==> config.mk <==
export PLATFORM = sky130hd
export DESIGN_NAME = adc_scan_sequencer
export DESIGN_NICKNAME = d
export VERILOG_FILES = /design/src/rtl/adc_pkg.sv /design/src/rtl/sync_bit.sv /design/src/rtl/adc_scan_sequencer.sv
export SDC_FILE = /design/constraint.sdc
export NUM_CORES = 1
export LEC_CHECK = 0
export ABC_CLOCK_PERIOD_IN_PS = 15200
export BUFFER_PORTS_ARGS = -buffer_cell sky130_fd_sc_hd__buf_4
export CAP_MARGIN = 20
export CORE_MARGIN = 1.5
export CORE_UTILIZATION = 34
export DETAILED_ROUTE_END_ITERATION = 16
export GPL_ROUTABILITY_DRIVEN = 1
export SLEW_MARGIN = 20
export SYNTH_ARGS = -nofsm -noshare
export SYNTH_HDL_FRONTEND = slang
export SYNTH_SLANG_ARGS = --single-unit
==> constraint.sdc <==
create_clock -name clk -period 15.2 [get_ports clk]
set_input_delay 2.28 -clock clk [delete_from_list [all_inputs] [get_ports clk]]
set_output_delay 2.28 -clock clk [all_outputs]
set_load 0.005 [all_outputs]
==> src/rtl/adc_pkg.sv <==
// Shared widths, sequencer state type and channel-mask helpers for the ADC scan sequencer.
package adc_pkg;

  localparam int unsigned ADC_N_CH   = 8;
  localparam int unsigned ADC_DATA_W = 12;
  localparam int unsigned ADC_ADDR_W = 3;

  typedef enum logic [1:0] {
    IDLE,
    WAIT_RDY,
    ACK
  } adc_seq_state_t;

  // Lowest enabled channel; 0 for an empty mask.
  function automatic logic [ADC_ADDR_W-1:0] lowest_set_bit(input logic [ADC_N_CH-1:0] mask);
    logic [ADC_ADDR_W-1:0] res;
    res = '0;
    for (int i = int'(ADC_N_CH) - 1; i >= 0; i--) begin
      if (mask[i]) res = ADC_ADDR_W'(i);
    end
    return res;
  endfunction

  // Highest enabled channel; 0 for an empty mask.
  function automatic logic [ADC_ADDR_W-1:0] highest_set_bit(input logic [ADC_N_CH-1:0] mask);
    logic [ADC_ADDR_W-1:0] res;
    res = '0;
    for (int i = 0; i < int'(ADC_N_CH); i++) begin
      if (mask[i]) res = ADC_ADDR_W'(i);
    end
    return res;
  endfunction

  // Next enabled channel above cur, wrapping to the lowest; a lone channel wraps to itself.
  function automatic logic [ADC_ADDR_W-1:0] next_set_bit(input logic [ADC_N_CH-1:0]   mask,
                                                         input logic [ADC_ADDR_W-1:0] cur);
    logic [ADC_ADDR_W-1:0] res;
    logic [ADC_ADDR_W-1:0] idx;
    logic                  found;
    res   = cur;
    found = 1'b0;
    for (int unsigned i = 1; i <= ADC_N_CH; i++) begin
      idx = cur + ADC_ADDR_W'(i);
      if (!found && mask[idx]) begin
        res   = idx;
        found = 1'b1;
      end
    end
    return res;
  endfunction

endpackage

==> src/rtl/sync_bit.sv <==
// Multi-flop synchroniser for a single level signal crossing into the clk domain.
module sync_bit #(
  parameter int unsigned STAGES = 2
) (
  input  logic clk,
  input  logic rst,
  input  logic d,
  output logic q
);

  logic [STAGES-1:0] sr;

  // Shift the asynchronous level through the flop chain.
  always_ff @(posedge clk or posedge rst) begin
    if (rst) sr <= '0;
    else     sr <= {sr[STAGES-2:0], d};
  end

  assign q = sr[STAGES-1];

endmodule

==> src/rtl/adc_scan_sequencer.sv <==
// Scan controller: steps through enabled channels, handshakes with the ADC capture block
// and compensates its one-frame address pipeline when storing per-channel results.
module adc_scan_sequencer
  import adc_pkg::*;
#(
  parameter int unsigned N_CH        = ADC_N_CH,
  parameter int unsigned DATA_W      = ADC_DATA_W,
  parameter int unsigned SYNC_STAGES = 2,
  parameter int unsigned TIMEOUT_CYC = 4096
) (
  input  logic                   clk,
  input  logic                   rst,
  input  logic                   start,
  input  logic                   cont,
  input  logic [N_CH-1:0]        ch_mask,
  input  logic                   adc_ready,
  input  logic [DATA_W-1:0]      d_signal,
  output logic                   ctl_valid,
  output logic                   adc_ack,
  output logic [ADC_ADDR_W-1:0]  address,
  output logic                   sample_valid,
  output logic [ADC_ADDR_W-1:0]  sample_chan,
  output logic [DATA_W-1:0]      sample_data,
  output logic                   scan_done,
  output logic                   busy,
  output logic                   err,
  output logic [N_CH*DATA_W-1:0] results
);

  localparam int unsigned WD_W = $clog2(TIMEOUT_CYC + 1);

  adc_seq_state_t        state_q, state_n;
  logic [N_CH-1:0]       mask_q, mask_n;
  logic [ADC_ADDR_W-1:0] cur_ch_q, cur_ch_n;
  logic [ADC_ADDR_W-1:0] prev_ch_q, prev_ch_n;
  logic                  prev_valid_q, prev_valid_n;
  logic                  last_q, last_n;
  logic [WD_W-1:0]       wd_q, wd_n;
  logic                  rdy_s, rdy_d;
  logic                  rdy_rise_c, timeout_c, wr_en_c;
  logic [ADC_ADDR_W-1:0] address_n, sample_chan_n;
  logic [DATA_W-1:0]     sample_data_n;
  logic                  adc_ack_n, sample_valid_n, scan_done_n, err_n, busy_n;

  // Bring the capture block's conversion-done flag into the clk domain.
  sync_bit #(.STAGES(SYNC_STAGES)) u_rdy_sync (
    .clk (clk),
    .rst (rst),
    .d   (adc_ready),
    .q   (rdy_s)
  );

  assign rdy_rise_c = rdy_s & ~rdy_d;
  assign timeout_c  = (wd_q == WD_W'(TIMEOUT_CYC - 1));

  // Next-state and next-output logic for the scan FSM.
  always_comb begin
    state_n        = state_q;
    mask_n         = mask_q;
    cur_ch_n       = cur_ch_q;
    prev_ch_n      = prev_ch_q;
    prev_valid_n   = prev_valid_q;
    last_n         = last_q;
    address_n      = address;
    adc_ack_n      = adc_ack;
    sample_valid_n = 1'b0;
    sample_chan_n  = sample_chan;
    sample_data_n  = sample_data;
    scan_done_n    = 1'b0;
    err_n          = err;
    wr_en_c        = 1'b0;

    case (state_q)
      IDLE: begin
        if ((start | cont) && ch_mask != '0) begin
          mask_n       = ch_mask;
          cur_ch_n     = lowest_set_bit(ch_mask);
          address_n    = lowest_set_bit(ch_mask);
          prev_valid_n = 1'b0;
          last_n       = 1'b0;
          err_n        = 1'b0;
          state_n      = WAIT_RDY;
        end
      end
      WAIT_RDY: begin
        if (rdy_rise_c) begin
          // This frame's result belongs to the channel addressed in the previous frame.
          if (prev_valid_q) begin
            wr_en_c        = 1'b1;
            sample_valid_n = 1'b1;
            sample_chan_n  = prev_ch_q;
            sample_data_n  = d_signal;
          end
          last_n       = prev_valid_q && (prev_ch_q == highest_set_bit(mask_q));
          prev_ch_n    = cur_ch_q;
          prev_valid_n = 1'b1;
          cur_ch_n     = next_set_bit(mask_q, cur_ch_q);
          address_n    = next_set_bit(mask_q, cur_ch_q);
          adc_ack_n    = 1'b1;
          state_n      = ACK;
        end else if (timeout_c) begin
          err_n     = 1'b1;
          adc_ack_n = 1'b0;
          state_n   = IDLE;
        end
      end
      ACK: begin
        if (!rdy_s) begin
          adc_ack_n = 1'b0;
          state_n   = WAIT_RDY;
          if (last_q) begin
            scan_done_n = 1'b1;
            // Rescan keeps the pipeline primed; the new mask steers stepping from the next frame.
            if (cont && ch_mask != '0) mask_n  = ch_mask;
            else                       state_n = IDLE;
          end
        end else if (timeout_c) begin
          err_n     = 1'b1;
          adc_ack_n = 1'b0;
          state_n   = IDLE;
        end
      end
      default: begin
        adc_ack_n = 1'b0;
        state_n   = IDLE;
      end
    endcase

    busy_n = (state_n != IDLE);
    if (state_n != state_q || state_q == IDLE) wd_n = '0;
    else                                       wd_n = wd_q + WD_W'(1);
  end

  // FSM state, sequencing context and registered outputs.
  always_ff @(posedge clk or posedge rst) begin
    if (rst) begin
      state_q      <= IDLE;
      mask_q       <= '0;
      cur_ch_q     <= '0;
      prev_ch_q    <= '0;
      prev_valid_q <= 1'b0;
      last_q       <= 1'b0;
      wd_q         <= '0;
      rdy_d        <= 1'b0;
      address      <= '0;
      adc_ack      <= 1'b0;
      sample_valid <= 1'b0;
      sample_chan  <= '0;
      sample_data  <= '0;
      scan_done    <= 1'b0;
      err          <= 1'b0;
      busy         <= 1'b0;
      ctl_valid    <= 1'b0;
    end else begin
      state_q      <= state_n;
      mask_q       <= mask_n;
      cur_ch_q     <= cur_ch_n;
      prev_ch_q    <= prev_ch_n;
      prev_valid_q <= prev_valid_n;
      last_q       <= last_n;
      wd_q         <= wd_n;
      rdy_d        <= rdy_s;
      address      <= address_n;
      adc_ack      <= adc_ack_n;
      sample_valid <= sample_valid_n;
      sample_chan  <= sample_chan_n;
      sample_data  <= sample_data_n;
      scan_done    <= scan_done_n;
      err          <= err_n;
      busy         <= busy_n;
      ctl_valid    <= busy_n;
    end
  end

  // Per-channel latest-result register file.
  always_ff @(posedge clk or posedge rst) begin
    if (rst) begin
      results <= '0;
    end else begin
      for (int unsigned k = 0; k < N_CH; k++) begin
        if (wr_en_c && prev_ch_q == ADC_ADDR_W'(k)) results[k*DATA_W +: DATA_W] <= d_signal;
      end
    end
  end

endmodule

Word level (Yosys, flattened, before mapping). Cells that the tools add are included.

Output and inout port bits: 120. Word-level logic and storage cells: 200. Register bits after elaboration: 150. Input bits: 25.

Eq/ne operators: 21. Order comparisons: 8. Bitwise gates (word level): 3. Reductions and logical operators: 39. Multiplexer cells: 97. Add/sub/neg operators: 8.

Operator list (number): 3-bit two-way mux (26); 1-bit two-way mux (47); 3-bit by 4-bit < comparator with 1-bit output, second input constant (8); 8-bit two-way mux (4); 1-bit binary-select mux with 3-bit select (8); 1-bit logical AND (18); 8-bit case mux with 2 select lines (1); 13-bit by 1-bit adder with 13-bit output, second input constant (1); 13-bit by 12-bit equality test with 1-bit output, second input constant (1); 13-bit two-way mux (1); 3-bit adder, second input constant (4); 3-bit equality test, second input constant (4); 2-bit inequality test, second input constant (6); 5-bit AND reduction (2); 9-bit inequality test, second input constant (1); 2-bit two-way mux (4); 8-bit nonzero test (1); 1-bit zero test (7); 3-bit by 2-bit adder with 3-bit output, second input constant (2); 3-bit by 2-bit equality test with 1-bit output, second input constant (2); 1-bit case mux with 3 select lines (2); 2-bit case mux with 3 select lines (1); 3-bit case mux with 2 select lines (1); 3-bit AND reduction (2); 19 further kinds (22).

Depth between registers and ports, before layout.
Word-level depth: 41. Depth in mapped cells: 10. Depth with buffers taken out: 8.

Cells and area by module. Synthesis repeated with hierarchy kept, for this count alone.

Cell total of the unflattened synthesis: 583. Area, all modules: 7287.0 um^2.

By module, submodules not included: adc_scan_sequencer (sequential area each 3703.6 um^2, area an instance 7233.2 um^2, instances 1, cells an instance 580); sync_bit (sequential area each 50.0 um^2, area an instance 53.8 um^2, instances 1, cells an instance 3).

Worst setup path after synthesis. Ideal clock, no wire load.

Kind: input to register. From: input port ch_mask[4]. To: register wd_q[2]. Setup time: 0.138 ns. Data arrival time: 3.743 ns. Buffers on the path: 1. Required time: 15.062 ns. Cell stages on the path: 7. Setup slack: 11.319 ns. Cell sequence: nor4_1 -> a21boi_0 -> o21ai_1 -> a31oi_1 -> xnor2_1 -> buf_2 -> nor3_1.

Cells in the longest elaborated chain, start to end: 9. Elaborated cells between the ends (all ways): 11. Those cells by class: eq/ne (1); mux (6); reduce/logical (4).

Ends and longest elaborated chain: from (decl) (line adc_scan_sequencer.sv:15) `input logic [N_CH-1:0] ch_mask,`; 8-bit nonzero test * (line adc_scan_sequencer.sv:75, adc_scan_sequencer.sv:114); 1-bit logical AND (line adc_scan_sequencer.sv:114) `if (cont && ch_mask != '0) mask_n = ch_mask;`; 1-bit two-way mux (line adc_scan_sequencer.sv:114); 1-bit two-way mux (line adc_scan_sequencer.sv:111) `if (last_q) begin`; 2-bit two-way mux (line adc_scan_sequencer.sv:108) `if (!rdy_s) begin`; 2-bit case mux with 3 select lines * (line adc_scan_sequencer.sv:73) `case (state_q)`; named net state_n[0] (line adc_scan_sequencer.sv:32) `adc_seq_state_t state_q, state_n;`; 2-bit inequality test * (line adc_scan_sequencer.sv:130) `if (state_n != state_q || state_q == IDLE) wd_n = '0;`; 1-bit logical OR * (line adc_scan_sequencer.sv:130); 13-bit two-way mux * (line adc_scan_sequencer.sv:130); named net wd_n[2] (line adc_scan_sequencer.sv:38) `logic [WD_W-1:0] wd_q, wd_n;`; to (signal assigned) (line adc_scan_sequencer.sv:161) `wd_q <= wd_n;`; to (decl) (line adc_scan_sequencer.sv:38).

The timed path passes the listed nets; every way through them passes the cells marked *. A chain may end at the register's enable or synchronous reset.

Final worst setup path.
From: input port ch_mask[4]. To: register wd_q[7].

Same word-level chain as after synthesis.

==> impl.org <==
** Cells and area
- For this run, the post-layout net count is 697.
- Cells with a size suffix above 1 make up 47.05% of the layout.
- The repair_antennas step left the layout with diodes totalling 0.
- Layout overhead on the synthesized area :: 27.77%
- Cells fill 44.15% of the core in the end.
- Fill count :: 1862

** Floorplanning
- The die is 146.4 um wide.
- Initial core utilization :: 34.55%
- Number of core rows :: 52
- The die is 146.4 um tall.
- In this run the standard cell core region covers 20230 um2.
- Area of the die :: 21430 um2
- Pin placement for this block handled 145 I/O pins.

** Logic synthesis
- Leading cell types by total area after synthesis :: sky130_fd_sc_hd__dfrtp_1 54%, sky130_fd_sc_hd__mux2_2 17%, sky130_fd_sc_hd__mux4_2 2.6%, sky130_fd_sc_hd__mux2_1 1.8%, sky130_fd_sc_hd__mux4_1 1.5%
- The number of nets in the synthesized netlist is 557.
- Average cell area after synthesis :: 13.32 um2
- Library cell with the highest instance count after synthesis :: sky130_fd_sc_hd__dfrtp_1
- Netlist Area Pre-Place :: 6992 um2
- Fraction of synthesis flops using an asynchronous set or reset pin :: 100.0%
- Warnings from Yosys :: 0
- Number of library cell types mapped by synthesis :: 69
- After synthesis, flip-flops and latches occupy 53.69% of the total area.
- The top cell type by area accounts for 53.69% of the synthesized area.
- Sorting the synthesized cells by how often they occur yields 150 x sky130_fd_sc_hd__dfrtp_1, 106 x sky130_fd_sc_hd__mux2_2, 22 x sky130_fd_sc_hd__nor2_1.
- Register bit count reported by yosys :: 150
- Cell type with the largest total area after synthesis :: sky130_fd_sc_hd__dfrtp_1
- EDFF count, synth :: 0
- Cells after synthesis :: 525
- Top FF cell, synth :: sky130_fd_sc_hd__dfrtp_1

** Timing
- Slew at the pin closest to its max-slew limit :: 1.077 ns
- The routed design could run at a clock period as short as 4.324 ns.
- The number of hold violations in the final report came to 0.
- Slew Limit Headroom :: 27.52%
- The final max-slew violation count is 0.
- Setup TNS after final layout :: 0 ns
- Setup slack closes at 10.88 ns.
- Setup violations remaining at the end of the flow were counted as 0.
- For this run, the top clock speed supported by timing is 231.3 MHz.
- Setup repair after global routing left no endpoint under its margin.
- Final worst path period share :: 28.45%
- The clock arrives with 0.01010 ns of skew.

** CTS
- TritonCTS clock tree :: done
- Number of buffers on the longest clock path :: 2
- Post-CTS repair changed the size of 0 cells.
- Clock tree synthesis selected as its root buffer the cell sky130_fd_sc_hd__clkbuf_16.
- The clock net in this run drives a total of 150 sinks.
- After clock tree synthesis, the clock-pin slew on the worst setup and hold paths is 0.07 ns.
- In this run the post-CTS setup repair buffer count came out at 0.
- Hold-fix buffers, CTS :: 0
- The later pin in the worst-skew pair is clocked with a latency of 0.43 ns.
- TritonCTS created 17 clock buffers.
- The H-tree was split into 4 levels.

** Pwr
- Overall power :: 1.788 mW
- The internal portion of the total power is 1.128 mW.
- In this run the power spent charging and discharging nets is 0.6601 mW.
- For this design the ratio of total power to cell area is 200.1 nW/um2.
- Proportion of power drawn by flip-flops and latches :: 33.9%
- Max rail drop VDD :: 0.07419 mV
- The clock network is responsible for 23.8% of the overall power.
- Combinational logic burns 42.3% of the power.
- Summed over all cells, the static leakage comes to 4.151 nW.
- Net switching is 36.93% of the power.

** Route
- Summing over every cut layer, the via total after detailed routing is 4872.
- Router iterations before antenna repair :: 4
- DRC Markers :: 0
- Summed over all layers, the routed wires come to 18.22 mm.
- Dividing the detail-routed wire length by the instance count gives 19.22 um.
- Vias per cell :: 5.139
- The detail route stage leaves a number of antenna-violating nets equal to 0.
- The detailed router finished its first iteration with 258 violations.

** Global route
- Global routing consumed, over all layers together, 17.60% of the routing resources.
- Entering global routing, the biggest net connects 93 pins.
- Summed over all layers, the global routing overflow is 0.
- The initial antenna violation count came to 0.
- Via count of the first global-routing pass :: 5127
- The first global-routing pass estimated 29.17 mm of wire.

** Place
- Timing analysis after detailed placement gives a worst setup slack of 10.19 ns.
- Final HPWL from detailed placement :: 12.80 mm
- The congestion estimate from routability-driven global placement came to 0.8134.
- In this run the tool buffered the top-level ports with 144 buffer cells.

** Setup path
- The worst setup path is of the input pin to flip-flop kind.
- Nature of the critical path startpoint :: input pin
- Nature of the critical path endpoint :: flip-flop
- Of all nets on the critical path, the largest fanout is 13.
- Data on the critical path arrives at its endpoint at 4.60 ns.
- Number of cells on the worst reg-to-reg path :: 8
- Data required, critical path :: 15.47 ns

** Flow run
- Number of max-cap violations :: 0

** Status
- The run finished with clean final reports.

** Min path
- Worst hold stages :: 0
- The tightest min-delay check is of the flip-flop to flip-flop type.
[kinds of logic (layout without fill, tap and decap cells)]
kind of cell	count (synthesis)	in the layout	share of synthesized area, %
DFF	150	150	53.69
muxes	140	140	25.04
and+or+nand+nor	101	101	8.286
AOI/OAI and AO/OA	65	65	6.407
buffers and inverters	44	197	2.971
xor gates and xnor gates	18	18	2.362
adders and majority gates	7	7	1.253
[critical path, cell delays in order]
cell,delay [ns]
sky130_fd_sc_hd__buf_4,0.12
sky130_fd_sc_hd__nor4_1,0.91
sky130_fd_sc_hd__a21oi_1,0.20
sky130_fd_sc_hd__o21ai_0,0.22
sky130_fd_sc_hd__a31oi_1,0.19
sky130_fd_sc_hd__xnor2_2,0.55
sky130_fd_sc_hd__nor3_1,0.12
[flip-flops by register name, summed over array words and instances (netlist names), 2 cells and up]
| name | count |
|---|---|
| cur_ch_q | 3 |
| sample_chan | 3 |
| sample_data | 12 |
| wd_q | 13 |
| results | 96 |
| u_rdy_sync.sr | 2 |
| state_q | 2 |
| prev_ch_q | 3 |
| mask_q | 8 |
[per-layer routing]
metal / vias up / share of wire [%] / global-route usage, %
li1: 2195 / - / -
met1: 2496 / 42 / 22.40
met2: 145 / 50 / 28.82
met3: 36 / 5.3 / 4.063
met4: 0 / 2.4 / 7.475
met5: - / 0 / 0
[power by group through the flow]
stage | Combinational, mW | Sequential [mW] | Clock (mW)
after floorplan | 0.537 | 0.567 | 0
after global placement | 0.731 | 0.606 | 0
after detailed placement | 0.752 | 0.611 | 0
after CTS | 0.754 | 0.606 | 0.437
after global routing | 0.817 | 0.624 | 0.456
final | 0.756 | 0.606 | 0.425
[cells in the final DEF (no fill, tap or decap), types with 3 or more instances in the layout]
master	netlist	layout
sky130_fd_sc_hd__dfrtp_1	150	150
sky130_fd_sc_hd__buf_4	5	148
sky130_fd_sc_hd__mux2_2	106	106
sky130_fd_sc_hd__nor2_1	22	22
sky130_fd_sc_hd__clkbuf_16	0	17
sky130_fd_sc_hd__nand2_1	16	16
sky130_fd_sc_hd__a21oi_1	16	16
sky130_fd_sc_hd__nor3_1	15	15
sky130_fd_sc_hd__inv_1	15	14
sky130_fd_sc_hd__o21ai_0	12	12
sky130_fd_sc_hd__mux2_1	11	11
sky130_fd_sc_hd__xor2_1	10	10
sky130_fd_sc_hd__mux4_2	8	8
sky130_fd_sc_hd__nand3_1	8	8
sky130_fd_sc_hd__ha_1	7	7
sky130_fd_sc_hd__mux2i_1	6	6
sky130_fd_sc_hd__xnor2_1	7	6
sky130_fd_sc_hd__inv_8	0	6
sky130_fd_sc_hd__nand3b_1	4	4
sky130_fd_sc_hd__o22ai_1	4	4
sky130_fd_sc_hd__mux4_1	4	4
sky130_fd_sc_hd__nor4_1	5	4
sky130_fd_sc_hd__a21o_1	4	4
sky130_fd_sc_hd__inv_6	0	4
sky130_fd_sc_hd__a22oi_1	3	3
sky130_fd_sc_hd__nor3b_1	3	3
sky130_fd_sc_hd__nand4_1	3	3
sky130_fd_sc_hd__and4_1	3	3
sky130_fd_sc_hd__a31oi_1	3	3
[stage by stage]
step / hold slack (ns) / instances / cell area [um2]
floorplan: 0.3312 / 525 / 6992
global route: 0.3801 / 948 / 8934
detailed placement: 0.3411 / 915 / 8322
global placement: 0.3347 / 915 / 8322
finish: 0.3518 / 948 / 8934
CTS: 0.3544 / 947 / 8915
[final timing paths]
kind                                       startpoint                    endpoint  slack, ns
min                        u_rdy_sync.sr[0]$_DFF_PP0_  u_rdy_sync.sr[1]$_DFF_PP0_       0.35
max reg2reg                   cur_ch_q[0]$_DFFE_PP0P_     cur_ch_q[2]$_DFFE_PP0P_      11.50
max                                        ch_mask[4]           wd_q[7]$_DFF_PP0_      10.88
min in group asynchronous                         rst      results[8]$_DFFE_PP0P_       2.03
min reg2reg                u_rdy_sync.sr[0]$_DFF_PP0_  u_rdy_sync.sr[1]$_DFF_PP0_       0.35
max in group asynchronous                         rst     results[18]$_DFFE_PP0P_      11.89
[area by class of cell]
| cell class | instances | area (um2) | area share [%] |
|---|---|---|---|
| clock buffers | 18 | 439.2 | 4.916 |
| clock inverters | 14 | 153.9 | 1.723 |
| inverters | 16 | 65.06 | 0.7283 |
| flip-flops and latches | 150 | 3754 | 42.02 |
| repair buffers | 149 | 1122 | 12.56 |
| multi-input cells | 331 | 3062 | 34.27 |
| well taps | 270 | 337.8 | 3.782 |
(Power assumes the default switching activity.)
